`src/rtl/sar_adc_core.sv`:
```
// sar_adc_core: N-bit successive-approximation engine driving an external DAC/T&H.
// Define ADC_SETTLE_EN to split every bit into a SET and a DECIDE clock.
module sar_adc_core #(
    parameter int N = 8
) (
    input  logic         clock,
    input  logic         reset,
    input  logic         soc,
    input  logic         cmp,
    output logic [N-1:0] dac,
    output logic         hold,
    output logic         eoc,
    output logic [N-1:0] x
);
    localparam int IW = (N > 1) ? $clog2(N) : 1;

    typedef enum logic {IDLE, CONV} state_t;

    state_t        state;
    logic [IW-1:0] i;
    logic          s1, s2, s3;
    logic          start;
    logic          decide;
    logic [N-1:0]  resolved;
    logic [N-1:0]  next_trial;

    assign start = s2 & ~s3;

    // NOTE: soc comes from the bus side, so it passes two flops before any logic uses it.
    always_ff @(posedge clock or posedge reset) begin
        if (reset) begin
            s1 <= 1'b0;
            s2 <= 1'b0;
            s3 <= 1'b0;
        end else begin
            s1 <= soc;
            s2 <= s1;
            s3 <= s2;
        end
    end

    // Current trial with bit i resolved by the comparator, plus the next trial bit set.
    always_comb begin
        // NOTE: every combinational output gets a default first, so no path can infer a latch.
        resolved    = dac;
        resolved[i] = cmp;
        next_trial  = resolved;
        if (i != '0) begin
            next_trial[i - 1'b1] = 1'b1;
        end
    end

`ifdef ADC_SETTLE_EN
    logic phase;

    // phase 0 = SET (DAC settling, cmp ignored), phase 1 = DECIDE.
    always_ff @(posedge clock or posedge reset) begin
        if (reset) begin
            phase <= 1'b0;
        end else if (state == IDLE) begin
            phase <= 1'b0;
        end else begin
            phase <= ~phase;
        end
    end

    assign decide = phase;
`else
    assign decide = 1'b1;
`endif

    // NOTE: sequential state uses non-blocking assignments so every flop samples pre-edge values.
    always_ff @(posedge clock or posedge reset) begin
        if (reset) begin
            state <= IDLE;
            i     <= IW'(N - 1);
            dac   <= '0;
            hold  <= 1'b0;
            eoc   <= 1'b1;
            x     <= '0;
        end else begin
            case (state)
                IDLE: begin
                    if (start) begin
                        state <= CONV;
                        eoc   <= 1'b0;
                        hold  <= 1'b1;
                        dac   <= {1'b1, {(N-1){1'b0}}};
                        i     <= IW'(N - 1);
                    end
                end
                CONV: begin
                    if (decide) begin
                        if (i != '0) begin
                            dac <= next_trial;
                            i   <= i - 1'b1;
                        end else begin
                            x     <= resolved;
                            eoc   <= 1'b1;
                            hold  <= 1'b0;
                            dac   <= '0;
                            i     <= IW'(N - 1);
                            state <= IDLE;
                        end
                    end
                end
                default: state <= IDLE;
            endcase
        end
    end

endmodule
```
`config.mk`:
```
export PLATFORM = sky130hd
export DESIGN_NAME = sar_adc_core
export DESIGN_NICKNAME = d
export VERILOG_FILES = /design/src/rtl/sar_adc_core.sv
export SDC_FILE = /design/constraint.sdc
export NUM_CORES = 1
export LEC_CHECK = 0
export CAP_MARGIN = 25
export CORE_MARGIN = 8
export CORE_UTILIZATION = 50
export DETAILED_ROUTE_END_ITERATION = 8
export PLACE_DENSITY = 0.76
export SETUP_SLACK_MARGIN = 0.02
export SYNTH_ARGS = -nofsm -noshare
export SYNTH_HDL_FRONTEND = slang
export SYNTH_SLANG_ARGS = --single-unit
export TNS_END_PERCENT = 5
```
`constraint.sdc`:
```
create_clock -name clock -period 2 [get_ports clock]
set_input_delay 0.4 -clock clock [delete_from_list [all_inputs] [get_ports clock]]
set_output_delay 0.4 -clock clock [all_outputs]
set_load 0.02 [all_outputs]
```
# Word-level counts from Yosys, hierarchy flattened
# Index checks and enable logic that the tools add are counted.
# totals
regBits,25
out_inout_bits,18
word_cells,46
# classes
n_addsub,1
n_lt_le_gt_ge,4
eq_ne,2
muxes,20
n_bitwise,5
reduce_logical,5
# op_table
cell,n
8-bit 2-to-1 mux,2
8-bit case mux with 2 select lines,1
8-bit bitwise mux,1
3-bit by 4-bit < comparator with 1-bit output (second input constant),2
1-bit 2-to-1 mux,8
8-bit OR,1
1-bit demux with 3-bit select,2
3-bit by 1-bit >= comparator with 1-bit output (second input constant),2
3-bit 2-to-1 mux,2
1-bit case mux with 2 select lines,3
3-bit case mux with 2 select lines,1
2-bit inequality test (second input constant),2
2-bit AND reduction,2
1-bit inverter,3
3-bit nonzero test,1
3-bit by 1-bit subtractor with 3-bit output (second input constant),1
1-bit logical AND,2
1-bit bitwise AND,1

# Logic depth before layout (Yosys ltp)
# Gate-level depths: netlist of run 1.
# depth
depth_word,8
ltp_mapped,7

# Least setup slack after synthesis of run 1
# Ideal clock, no wire load.
# synth_path
path_kind,reg-to-reg
from,register i[0]
to,register x[5]
setup_ns,0.129
arrival_time_ns,1.461
t_required_ns,1.871
path_slack_ns,0.410
path_stages_with_launch,7
synth_period_minus_slack_ns,1.590
cell_sequence,dfstp_2 > buf_4 > inv_1 > ha_1 > nand3b_2 > buf_2 > o21ai_0
# synth_between
elab_chain_cells,5
word_cells_on_any_way,9
# synth_rtl
element,line,rtl
"start, declared",20,logic [IW-1:0] i;
"start signal, assigned",76,i <= IW'(N - 1);
"start signal, assigned",89,i <= IW'(N - 1);
"start signal, assigned",96,i <= i - 1'b1;
3-bit by 4-bit < comparator with 1-bit output (not written as such) or 3-bit by 1-bit >= comparator with 1-bit output (tied branches),46,resolved[i] = cmp;
1-bit logical AND (not written as such),46,
1-bit 2-to-1 mux (not written as such),46,
1-bit demux with 3-bit select,46,
8-bit bitwise mux,46,
"end signal, assigned",98,x <= resolved;
"end, declared",13,output logic [N-1:0] x
# Parallel ways exist; a longest one is shown, timed or not.
# A chain may end at the register's enable or synchronous reset.

# Final worst setup path of run 1
# layout_path
from,register eoc
to,output eoc
# layout_lines
element,line,rtl
"start, declared",12,"output logic eoc,"
"start signal, assigned",79,eoc <= 1'b1;
"start signal, assigned",86,eoc <= 1'b0;
"start signal, assigned",99,eoc <= 1'b1;
# No word-level cell between the ends.

==> impl_metrics.env, run 1 <==
export IMPL_outcome="complete, no violations"
export IMPL_fin_tns_setup_ns=0
export IMPL_crit_chain="clkdlybuf4s50_1"
export IMPL_synth_cell_types=34
export IMPL_drive_above_1_share=0.1374
export IMPL_post_dp_hpwl_mm=2.005
export IMPL_clockBufferDepth=2
export IMPL_worst_pin_slew_ns=0.4297
export IMPL_critical_path_class="reg2out"
export IMPL_grt_pass1_vias=949
export IMPL_wl_per_cell_um=17.15
export IMPL_antenna_cells=0
export IMPL_cts_resized=0
export IMPL_wl_met2_mm=1.350
export IMPL_ys_warn_count=0
export IMPL_start_util=0.5130
export IMPL_ys_seq_elements=25
export IMPL_netlist_area_leader_share=0.4251
export IMPL_crit_path_top_delay_cell="clkdlybuf4s50_1"
export IMPL_min_period_over_period=0.9353
export IMPL_final_area_mm2=0.001480
export IMPL_post_place_cells=157
export IMPL_num_nets_final=138
export IMPL_synth_nets=117
export IMPL_grt_ovfl_total=0
export IMPL_finalMaxSlewViolations=0
export IMPL_clock_latency_ns=0.31
export IMPL_final_util=0.6142
export IMPL_numClockSinks=25
export IMPL_cts_hold_buffers_added=0
export IMPL_hold_class="reg2reg"
export IMPL_yosysTopAreaCell="dfrtp_1"
export IMPL_die_w_um=65.72
export IMPL_cp_buffers_inverters=1
export IMPL_avgViaCountPerCell=5.758
export IMPL_rows=18
export IMPL_crit_family="buffers and inverters"
export IMPL_cp_required_ns=1.60
export IMPL_yosysSeqAreaShare=0.5101
export IMPL_post_route_min_period_ns=1.871
export IMPL_track_usage=0.1368
export IMPL_h_tree_depth=1
export IMPL_synthTopCellsByArea="dfrtp_1, dfstp_2, mux2i_1"
export IMPL_wl_met3_um=186
export IMPL_cp_arrival_ns=1.47
export IMPL_hold_viol_final=0
export IMPL_fmax_ghz=0.5346
export IMPL_grt_antenna_before_repair=0
export IMPL_grt_pass1_wl_mm=4.685
export IMPL_crit_path_max_incr_delay_ns=0.60
export IMPL_setup_viol=0
export IMPL_yosysMostFrequentCell="dfrtp_1"
export IMPL_relSlewSlack=0.7135
export IMPL_wl_met1_mm=1.210
export IMPL_maxCapViolations=0
export IMPL_fin_cells=161
export IMPL_postSynthAreaPerCell_um2=11.14
export IMPL_antenna_left=0
export IMPL_cts_buffers=3
export IMPL_netlist_area_mm2=0.001236
export IMPL_vias=927
export IMPL_drt_first_pass_iters=4
export IMPL_syn_instance_count=111
export IMPL_area_growth_pct=19.74
export IMPL_cts_root_buf="clkbuf_4"
export IMPL_async_reset_ff_frac=1.000
export IMPL_rsz0062_at_grt="no"
export IMPL_drc=0
export IMPL_fillCellCount=193
export IMPL_grt_max_degree=26
export IMPL_synth_common_cells="dfrtp_1, nand3b_1, mux2i_1, nand2_1, o221ai_1"
export IMPL_wirelength_mm=2.761
export IMPL_maxUsedRoutingLayer="met4"
export IMPL_dpl_cell_area_mm2=0.001454
export IMPL_portBuffers=21
export IMPL_dieArea_mm2=0.004319
export IMPL_ios=22
export IMPL_finalClockSkew_ns=0.004354
export IMPL_worstPathMaxFanout=2
export IMPL_start_kind="flip-flop"
export IMPL_p_leak_nw=0.6293
export IMPL_fp_coreArea_mm2=0.002410
export IMPL_ir_worst_vdd_v=0.001076
export IMPL_fp_dieH_um=65.72
export IMPL_power_density_mw_per_mm2=1897
export IMPL_cts_setup_buffers=0
export IMPL_synth_flop_cell="dfrtp_1"
export IMPL_synth_edf_count=0
export IMPL_worst_setup_path_end_kind="output pin"
export IMPL_drt_iter0_drc=32
export IMPL_cts_tree="done"
export IMPL_gp_congestion=0.8650
export IMPL_clk_pin_slew_worst_paths_ns=0.13
==> logic make-up (layout without fill, tap and decap cells) <==
kind of cell | Yosys count | count (layout) | share of synthesized area
and+or+nand+nor | 34 | 34 | 0.1822
DFF | 25 | 25 | 0.5101
muxes | 9 | 9 | 0.07591
AOI/OAI and AO/OA | 26 | 26 | 0.1478
adders and majority gates | 2 | 2 | 0.02024
buffers and inverters | 15 | 35 | 0.06376
==> cells in the final DEF (no fill, tap or decap), types with 2 or more instances in the layout <==
| cell | n |
|---|---|
| o21a_1 | 2 |
| nor2_1 | 2 |
| a21oi_1 | 3 |
| o21ai_1 | 2 |
| dfstp_2 | 4 |
| clkbuf_4 | 3 |
| nand3_1 | 5 |
| nand3b_1 | 10 |
| nor3b_2 | 2 |
| nand2_1 | 8 |
| clkdlybuf4s50_1 | 21 |
| o221ai_1 | 8 |
| mux2i_1 | 8 |
| buf_4 | 3 |
| o21ai_0 | 6 |
| ha_1 | 2 |
| inv_1 | 7 |
| dfrtp_1 | 21 |
==> final timing paths <==
kind	startpoint	end	slack (ns)	cells after the start
min reg2reg	s1	s2	0.37	0
max reg2reg	i[1]	dac[4]	0.36	4
min	s1	s2	0.37	0
max in group asynchronous	reset	i[0]	1.29	3
min in group asynchronous	reset	dac[1]	0.42	3
max	eoc	eoc	0.13	1
==> flip-flops by register name, summed over array words and instances, names as in the netlist <==
name   count
s2         1
x          8
i          3
dac        8
s3         1
state      1
s1         1
eoc        1
hold       1
==> report_power, final <==
part,total (W),internal (W),switching [W]
combinational,0.00157,0.000727,0.000838
sequential,0.00102,0.000774,0.000245
clock,0.000223,0.0000779,0.000145
total,0.00281,0.00158,0.00123
==> routing by layer <==
layer / vias up / GRT usage
met5: - / 0
met1: 462 / 0.1706
met3: 2 / 0.04762
met2: 28 / 0.2168
met4: 0 / 0.04087
li1: 435 / -
==> metrics by stage <==
step	hold slack [ns]	worst slack (ns)	power, W
global placement	0.3319	0.4311	0.002538
CTS	0.3720	0.1104	0.002823
floorplan	0.3312	0.4096	0.002033
detailed placement	0.3412	0.3864	0.002595
global route	0.3815	0.08403	0.003011
finish	0.3674	0.1293	0.002808
==> final cells by class <==
type / instances / area [um2] / area share
Clock buffer: 4 / 26.28 / 0.01775
Tap cell: 30 / 37.54 / 0.02536
Sequential cell: 25 / 630.6 / 0.4260
Multi-Input combinational cell: 71 / 526.8 / 0.3559
Inverter: 7 / 26.28 / 0.01775
Timing Repair Buffer: 24 / 232.7 / 0.1572
Power figures use the tool's default switching activity.
==> run 2, diff against run 1 <==
- SKIP_CTS_REPAIR_TIMING: unset -> 1
- TNS_END_PERCENT: 5 -> unset
==> results of run 2 <==
The final DEF is identical to that of run 1; final timing and power are the same.
==> run 3, diff against run 2 <==
- CORE_MARGIN: 8 -> unset
- CORE_UTILIZATION: 50 -> 51
- PLACE_DENSITY: 0.76 -> 0.78
==> impl_metrics.env, run 3 (same netlist as run 1, synthesis figures left out) <==
export IMPL_outcome="complete, no violations"
export IMPL_crit_family="buffers and inverters"
export IMPL_h_tree_depth=1
export IMPL_grt_antenna_before_repair=0
export IMPL_grt_max_degree=26
export IMPL_worst_setup_path_end_kind="output pin"
export IMPL_wl_per_cell_um=15.18
export IMPL_dpl_cell_area_mm2=0.001451
export IMPL_cp_arrival_ns=1.46
export IMPL_reg_top3="dac (8), x (8), i (3)"
export IMPL_critical_path_class="reg2out"
export IMPL_antenna_left=0
export IMPL_drt_first_pass_iters=4
export IMPL_final_area_mm2=0.001478
export IMPL_grt_pass1_wl_mm=4.133
export IMPL_min_period_over_period=0.9292
export IMPL_grt_pass1_vias=890
export IMPL_fp_coreArea_mm2=0.002255
export IMPL_cp_required_ns=1.60
export IMPL_area_growth_pct=19.53
export IMPL_post_route_min_period_ns=1.858
export IMPL_rsz0062_at_grt="no"
export IMPL_grt_util_met2=0.3575
export IMPL_ir_worst_vdd_v=0.001099
export IMPL_fillCellCount=193
export IMPL_fp_dieH_um=51.24
export IMPL_fmax_ghz=0.5381
export IMPL_top_usage_layer="met2"
export IMPL_power_density_mw_per_mm2=1872
export IMPL_start_kind="flip-flop"
export IMPL_final_cell_mix="dfrtp_1, clkdlybuf4s50_1, nand3b_1"
export IMPL_cts_tree="done"
export IMPL_drt_iter0_drc=12
export IMPL_fin_cells=159
export IMPL_setup_viol=0
export IMPL_hold_viol_final=0
export IMPL_numClockSinks=25
export IMPL_clock_latency_ns=0.31
export IMPL_avgViaCountPerCell=5.497
export IMPL_gp_congestion=0.8991
export IMPL_grt_ovfl_total=0
export IMPL_clockBufferDepth=2
export IMPL_start_util=0.5483
export IMPL_portBuffers=21
export IMPL_hold_class="reg2reg"
export IMPL_worstPathMaxFanout=2
export IMPL_relSlewSlack=0.7437
export IMPL_drive_above_1_share=0.1374
export IMPL_setup_slack_ns=0.1415
export IMPL_crit_path_max_incr_delay_ns=0.59
export IMPL_finalClockSkew_ns=0.003646
export IMPL_crit_chain="clkdlybuf4s50_1"
export IMPL_maxCapViolations=0
export IMPL_fin_tns_setup_ns=0
export IMPL_crit_path_top_delay_cell="clkdlybuf4s50_1"
export IMPL_antenna_cells=0
export IMPL_dieArea_mm2=0.002625
export IMPL_hold_slack_ns=0.3651
export IMPL_drc=0
export IMPL_clk_pin_slew_worst_paths_ns=0.13
export IMPL_p_leak_nw=0.6293
export IMPL_track_usage=0.2155
export IMPL_worst_pin_slew_ns=0.3844
export IMPL_cts_buffers=3
export IMPL_grt_use_met3=0.03869
export IMPL_num_nets_final=138
export IMPL_vias=874
export IMPL_grt_util_met1=0.2863
export IMPL_cp_buffers_inverters=1
export IMPL_place_ws_ns=0.3852
export IMPL_wirelength_mm=2.413
export IMPL_finalMaxSlewViolations=0
export IMPL_ios=22
export IMPL_post_dp_hpwl_mm=1.701
export IMPL_post_place_cells=155
export IMPL_rows=17
export IMPL_die_w_um=51.24
export IMPL_cts_root_buf="clkbuf_4"
## run 3: final cells by class
cell class | instances | area [um2] | share of cell area
Clock buffer | 4 | 26.28 | 0.01778
Multi-Input combinational cell | 71 | 526.8 | 0.3565
Timing Repair Buffer | 24 | 232.7 | 0.1575
Tap cell | 28 | 35.03 | 0.02371
Inverter | 7 | 26.28 | 0.01778
Sequential cell | 25 | 630.6 | 0.4268
## run 3: worst paths after layout
kind	cells past startpoint	startpoint	to	slack [ns]
worst max-delay path	1	eoc	eoc	0.14
worst min-delay path	0	s1	s2	0.37
worst max register to register	4	i[1]	dac[4]	0.36
worst min register to register	0	s1	s2	0.37
max in group asynchronous	3	reset	i[2]	1.30
min in group asynchronous	3	reset	x[4]	0.41
## run 3: metal layers
metal,wire [um],share of wire
met1,1179,0.49
met4,10,0.0041
met3,71,0.029
met2,1152,0.48
met5,0,0
## run 3: power breakdown
part / internal (W) / switching, W / leakage [nW]
Sequential: 0.000774 / 0.000235 / 0.295
Combinational: 0.000727 / 0.000808 / 0.320
Clock: 0.0000778 / 0.000145 / 0.0150
## run 3: through the flow
stage / utilization / total power (W)
floorplan: - / 0.002033
finish: 0.6554 / 0.002766
CTS: 0.6554 / 0.002791
global placement: 0.6437 / 0.002527
global route: 0.6554 / 0.002967
detailed placement: 0.6437 / 0.002553
